==> src/rtl/count_pkg.sv <==
// -----------------------------------------------------------------------------
// count_pkg
//   Encodings and helpers shared by count_updn and the tops that instantiate it.
//   - dir_e  : value of the 'up' input   (DIR_UP = increment, DIR_DN = decrement)
//   - mode_e : value of the 'sat' input  (MODE_SAT = saturate, MODE_WRAP = wrap)
//   - digits_for(maxval) : smallest number of decimal digits that can show
//     every value 0..maxval, for sizing the DIGITS parameter.
// -----------------------------------------------------------------------------
package count_pkg;

    typedef enum logic {
        DIR_DN = 1'b0,
        DIR_UP = 1'b1
    } dir_e;

    typedef enum logic {
        MODE_WRAP = 1'b0,
        MODE_SAT  = 1'b1
    } mode_e;

    function automatic int digits_for(input int maxval);
        int n;
        int lim;
        n   = 1;
        lim = 10;
        while (lim <= maxval) begin
            n   = n + 1;
            lim = lim * 10;
        end
        return n;
    endfunction

endpackage

==> src/rtl/bin2bcd_n.sv <==
// -----------------------------------------------------------------------------
// bin2bcd_n
//   Combinational double-dabble: binary value -> packed BCD digits.
//   Parameters: WIDTH  - width of the binary input
//               DIGITS - number of BCD digits produced (must cover the range)
//   Ports:      bin [WIDTH-1:0]     binary input
//               bcd [4*DIGITS-1:0]  decimal digits, digit 0 in bcd[3:0]
// -----------------------------------------------------------------------------
module bin2bcd_n #(
    parameter int WIDTH  = 8,
    parameter int DIGITS = 3
) (
    input  logic [WIDTH-1:0]    bin,
    output logic [4*DIGITS-1:0] bcd
);

    logic [4*DIGITS-1:0] work;

    always_comb begin
        // NOTE: blocking assignments here on purpose -- each shift/add-3 pass
        // must see the result of the previous one within the same evaluation.
        work = '0;
        for (int i = WIDTH - 1; i >= 0; i--) begin
            // Any digit >= 5 would overflow past 9 when doubled; pre-add 3.
            for (int d = 0; d < DIGITS; d++) begin
                if (work[4*d +: 4] >= 4'd5) begin
                    work[4*d +: 4] = work[4*d +: 4] + 4'd3;
                end
            end
            work = {work[4*DIGITS-2:0], bin[i]};
        end
        bcd = work;
    end

endmodule

==> src/rtl/count_updn.sv <==
// -----------------------------------------------------------------------------
// count_updn
//   Up/down counter stepped by the 1 Hz tick, with synchronous load (clamped to
//   MAXVAL), wrap or saturate at the limits, and a one-cycle carry/borrow pulse.
//   Optional decimal view of the count, enabled by defining COUNT_UPDN_BCD_EN;
//   without it bcd is tied to zero and no converter is built.
//
//   Parameters: WIDTH (2..16), MAXVAL (1..2**WIDTH-1), DIGITS (10**DIGITS > MAXVAL)
//   Ports:
//     clk_1hz   in   count clock, rising edge
//     rst       in   asynchronous reset, active low
//     en        in   step enable
//     up        in   direction (see count_pkg::dir_e)
//     sat       in   limit mode (see count_pkg::mode_e)
//     load      in   synchronous load strobe, beats en
//     load_val  in   value to load, clamped to MAXVAL
//     count     out  registered count, always 0..MAXVAL
//     carry     out  registered one-cycle pulse after a wrap in either direction
//     at_limit  out  count at the limit for the current direction (combinational)
//     bcd       out  decimal digits of count, digit 0 in bcd[3:0]
// -----------------------------------------------------------------------------
module count_updn
    import count_pkg::*;
#(
    parameter int WIDTH  = 8,
    parameter int MAXVAL = 255,
    parameter int DIGITS = 3
) (
    input  logic                clk_1hz,
    input  logic                rst,
    input  logic                en,
    input  logic                up,
    input  logic                sat,
    input  logic                load,
    input  logic [WIDTH-1:0]    load_val,
    output logic [WIDTH-1:0]    count,
    output logic                carry,
    output logic                at_limit,
    output logic [4*DIGITS-1:0] bcd
);

    // One spare bit so the +1 at the top of a 2**WIDTH-1 range cannot alias.
    localparam logic [WIDTH:0] MAX_EXT = (WIDTH + 1)'(MAXVAL);

    logic [WIDTH:0] count_ext;
    logic [WIDTH:0] load_ext;
    logic [WIDTH:0] count_next;
    logic           carry_next;
    logic           unused_msb;

    assign count_ext = {1'b0, count};
    assign load_ext  = {1'b0, load_val};

    always_comb begin
        // NOTE: every output of this block gets a default first, so no path
        // through the if/else tree can leave one unassigned and infer a latch.
        count_next = count_ext;
        carry_next = 1'b0;
        if (load) begin
            count_next = (load_ext > MAX_EXT) ? MAX_EXT : load_ext;
        end else if (en) begin
            if (dir_e'(up) == DIR_UP) begin
                if (count_ext < MAX_EXT) begin
                    count_next = count_ext + 1'b1;
                end else if (mode_e'(sat) == MODE_WRAP) begin
                    count_next = '0;
                    carry_next = 1'b1;
                end
            end else begin
                if (count_ext != '0) begin
                    count_next = count_ext - 1'b1;
                end else if (mode_e'(sat) == MODE_WRAP) begin
                    count_next = MAX_EXT;
                    carry_next = 1'b1;
                end
            end
        end
    end

    // The top bit is never set: count_next is bounded by MAX_EXT.
    assign unused_msb = count_next[WIDTH];

    always_ff @(posedge clk_1hz or negedge rst) begin
        if (!rst) begin
            count <= '0;
            carry <= 1'b0;
        end else begin
            count <= count_next[WIDTH-1:0];
            carry <= carry_next;
        end
    end

    assign at_limit = (dir_e'(up) == DIR_UP) ? (count_ext == MAX_EXT)
                                             : (count_ext == '0);

`ifdef COUNT_UPDN_BCD_EN
    bin2bcd_n #(
        .WIDTH  (WIDTH),
        .DIGITS (DIGITS)
    ) u_bin2bcd (
        .bin (count),
        .bcd (bcd)
    );
`else
    assign bcd = '0;
`endif

endmodule

==> config.mk <==
export PLATFORM = sky130hd
export DESIGN_NAME = count_updn
export DESIGN_NICKNAME = d
export VERILOG_FILES = /design/src/rtl/count_pkg.sv /design/src/rtl/bin2bcd_n.sv /design/src/rtl/count_updn.sv
export SDC_FILE = /design/constraint.sdc
export NUM_CORES = 1
export LEC_CHECK = 0
export BUFFER_PORTS_ARGS = -buffer_cell sky130_fd_sc_hd__buf_2
export CAP_MARGIN = 20
export CORE_ASPECT_RATIO = 1.4
export CORE_MARGIN = 1
export CORE_UTILIZATION = 35
export DETAILED_ROUTE_END_ITERATION = 6
export GPL_ROUTABILITY_DRIVEN = 0
export PLACE_DENSITY = 0.6
export SLEW_MARGIN = 5
export SYNTH_ARGS = -nofsm -noshare
export SYNTH_HDL_FRONTEND = slang
export SYNTH_HIERARCHICAL = 1
export SYNTH_SLANG_ARGS = --single-unit
==> constraint.sdc <==
create_clock -name clk_1hz -period 2.39 [get_ports clk_1hz]
set_clock_uncertainty 0.05 [all_clocks]
set_input_delay 0.1195 -clock clk_1hz [delete_from_list [all_inputs] [get_ports clk_1hz]]
set_output_delay 0.1195 -clock clk_1hz [all_outputs]
set_load 0.01 [all_outputs]
* After elaboration in Yosys (flattened, before gate mapping)
Index checks and enable logic that the tools add are counted.
Widths: inputs -> output; s select.
** Word-level totals
- Register bits after elaboration :: 9
- Output and inout port bits :: 22
- Logic and storage cells :: 28
** Cells by class
- Add/sub/neg operators :: 2
- Order comparisons :: 2
- Equality and inequality tests :: 3
- Muxes and demuxes :: 15
- Reduce and logical (&&, ||, !) cells :: 4
** Operator list (number)
- $mux 8 :: 8
- $logic_not 9->1 :: 1
- $reduce_bool 9->1 :: 1
- $add 8x1->8 const B :: 1
- $eq 8x8->1 const B :: 1
- $gt 8x8->1 const B :: 1
- $lt 8x8->1 const B :: 1
- $ne 4x2->1 const B :: 2
- $sub 8x1->8 const B :: 1
- $mux 1 :: 7
- $reduce_and 3->1 :: 1
- $reduce_bool 2->1 :: 1

* Longest topological paths before layout
- Depth after elaboration :: 5
- Depth in mapped cells :: 7
- Depth with buffers taken out :: 7

* Worst setup path after synthesis
Ideal clock, no wire load.
- Kind :: register -> register
- From :: register count[0]
- To :: register count[6]
- Setup time :: 0.124 ns
- Arrival :: 1.836 ns
- Required time :: 2.216 ns
- Setup slack :: 0.380 ns
- Cell stages (with the launch flop) :: 8
- Buffers on the path :: 0
- Clock period less this slack :: 2.010 ns
- Path through :: dfrtp_1 > inv_1 > ha_1 > nor4b_1 > a2bb2o_1 > or3_2 > a31oi_1 > a21oi_1
** Between the ends
- Cells in the longest elaborated chain, start to end :: 5
- Elaborated cells between the ends (all ways) :: 12
** Ends and longest elaborated chain
- start: declaration :: RTL line count_updn.sv:36 : output logic [WIDTH-1:0] count,
- start signal: assignment :: RTL line count_updn.sv:88 : count <= count_next[WIDTH-1:0];
- $sub 8x1->8 (tied with other cells) :: RTL line count_updn.sv:71 : count_next = count_ext - 1'b1;
- $mux 8, on equally long branches :: RTL line count_updn.sv:70, count_updn.sv:63
- $mux 8 :: RTL line count_updn.sv:62 : if (dir_e'(up) == DIR_UP) begin
- $mux 8 :: RTL line count_updn.sv:61 : end else if (en) begin
- $mux 8 :: RTL line count_updn.sv:59 : if (load) begin
Several ways; a longest one is shown, not always the timed one. The select of a mux whose other input is x is not followed.
A chain may end at the register's enable or synchronous reset.

* Worst setup path in the final report
Same ends and word-level chain as after synthesis.

==> flow_summary.yaml <==
outcome:
  outcome: "finished, final reports clean"
cts:
  holdBufCountCts: 1
  cts_resized: 0
  clock_sinks: 9
  cts_tree: "done"
  clk_pin_slew_worst_paths_ps: 80
  insertion_delay_ps: 280
  cts_buffer_depth: 2
  cts_htree_levels: 1
  root_buffer: "clkbuf_4"
  cts_setup_buffers: 0
  numCtsBuffers: 3
worst_setup_path:
  critPathLaunch: "count[0]"
  critPathKind: "reg -> reg"
  arrival_ps: 2300
  crit_family: "simple AND/OR/NAND/NOR gates"
  path_cells: "inv_1 -> ha_1 -> nor4b_1 -> a2bb2o_1 -> or3_2 -> a31oi_1 -> a21oi_1"
  crit_fanout: 9
  critPathCapture: "count[6]"
  cp.required_ps: 2500
  ff2ff_setup_slack_ps: 200
  r2r-start: "count[0]"
  crit_buf_inv: 1
  r2r_cells: 7
  slowest_delay_ps: 500
  end_kind: "flop"
  path_depth: 7
  critical_path.slowest_cell: "dfrtp_1"
  regToRegEndpoint: "count[6]"
  cp-start-kind: "flop"
grt:
  grt_pass1_wl_mm: 4.03
  globalRouteOverflowTotal: 0
  grtUsageTotal_pct: 18.7
  grt_pass1_vias: 886
  grt_start_max_net_pins: 15
  antenna_found_initial: 0
sta:
  whs_ps: 34.1
  hold_viol_final: 0
  rsz0062_at_grt: "false"
  max_freq_mhz: 456
  min_period_ps: 2190
  post-route-period-util_pct: 91.8
  maxSlewViolCount: 0
  tightest_slew_ps: 560
  slew_headroom_pct: 62.1
  layout_setup_ws_ps: 197
  setup_violations: 0
  fin_tns_setup_ps: 0
drt:
  drt_wl_total_mm: 2.57
  drc: 0
  drtIter0Drc: 22
  wl_per_cell_microns: 14.8
  dr.pass1.iters: 4
  vias_per_cell: 5.56
  vias: 962
  antenna_left: 0
die:
  die_y_microns: 64.0
  fp.dieW_microns: 46.3
  start_util_pct: 36.7
  die_area_sq_um: 2960
  core_area_sq_um: 2620
  io_pins: 36
  row_count: 22
hold_path:
  hp-class: "in -> reg"
job:
  cap_violations: 0
finish:
  final_common_cell: "buf_2"
  diodes: 0
  drive_gt1_share_pct: 28.5
  fillers: 277
  layout_common_cells: "buf_2, conb_1, dfrtp_1"
  syn_to_final_growth_pct: 11.5
  nets: 155
place:
  hpwl_mm: 1.88
  portBuffers: 23
  place_ws_ps: 271
pwr:
  power_density_nw_per_um2: 556
  p_total_w: 0.000596
  leakagePower_nw: 0.508
  ir_worst_vdd_mv: 0.268
synthesis:
  synth_warnings: 6
  netlist_instances: 116
  avgSynthCellArea_sq_um: 8.28
  ys_ff_latch: 9
  async_flop_share_pct: 100
  synth-edff-count: 0
  synth.distinct_cells: 48
  synthesis.area_sq_um: 961
  ys_seq_area_share_pct: 23.4
  ys.flop_type: "dfrtp_1"
worst register-to-register path: cells and delay by family (launching register included):
| kind | cells | cell delay, ps |
|---|---|---|
| flops | 1 | 500 |
| fa+ha+maj | 1 | 230 |
| compound gates | 3 | 570 |
| simple gates | 2 | 570 |
| buf+inv | 1 | 150 |
logic make-up (layout without fill, tap and decap cells):
group | Yosys count | count (layout) | share of synthesized area, %
muxes | 4 | 4 | 4.82
AOI/OAI and AO/OA | 35 | 35 | 26.6
xor gates and xnor gates | 1 | 1 | 0.912
other | 1 | 12 | 0.390
buffers and inverters | 27 | 37 | 17.2
and+or+nand+nor | 36 | 36 | 22.8
adders and majority gates | 3 | 3 | 3.91
DFF | 9 | 9 | 23.4
cell type report:
| type | count | area, sq um | share of cell area (%) |
|---|---|---|---|
| Tap cell | 36 | 45.0 | 4.21 |
| Clock buffer | 4 | 26.3 | 2.45 |
| Multi-Input combinational cell | 91 | 612 | 57.1 |
| Timing Repair Buffer | 25 | 133 | 12.4 |
| Inverter | 8 | 30.0 | 2.80 |
| Sequential cell | 9 | 225 | 21.0 |
per-layer routing:
| metal | GRT usage, % | vias to the layer above | part of all wire [%] |
|---|---|---|---|
| met5 | 0 | - | 0 |
| met4 | 13.2 | 0 | 4.0 |
| met3 | 3.39 | 11 | 3.4 |
| met2 | 29.0 | 40 | 49 |
| met1 | 21.8 | 461 | 43 |
| li1 | - | 450 | - |
through the flow:
stage,utilization [%],instance area [sq um],instances
2_1_floorplan,-,1000,127
3_3_place_gp,39.6,1030,168
3_5_place_dp,39.6,1030,168
4_1_cts,41.0,1070,173
5_1_grt,41.0,1070,173
6_report,41.0,1070,173
synthesized netlist by cell type, types with 3 or more instances:
| library cell | n | share of area, % |
|---|---|---|
| buf_4 | 12 | 9.4 |
| nor2_1 | 7 | 2.7 |
| o21ai_0 | 8 | 4.2 |
| a21oi_1 | 7 | 3.6 |
| inv_1 | 7 | 2.7 |
| nand2_1 | 7 | 2.7 |
| nand3_1 | 5 | 2.6 |
| ha_1 | 3 | 3.9 |
| a31oi_1 | 3 | 2.0 |
| dfrtp_1 | 9 | 23 |
flip-flops by register name, indices dropped and copies added (netlist names):
signal  cells
count       8
carry       1
worst min-delay path by stage:
stage                     depth (start not counted)  start  slack [ps]        to
after floorplan                                   0    rst        -230     carry
after global placement                            1    rst         -60  count[5]
after detailed placement                          1    rst         -60  count[5]
after CTS                                         2    sat          30     carry
after global routing                              2    sat          20     carry
final                                             2    sat          30     carry
power breakdown:
part           switching (W)  total [W]  internal, W  leakage, nW
Combinational       0.000119   0.000220     0.000101        0.388
Clock              0.0000677   0.000132    0.0000648       0.0150
Sequential         0.0000684   0.000243     0.000175        0.105
Power figures use the tool's default switching activity.
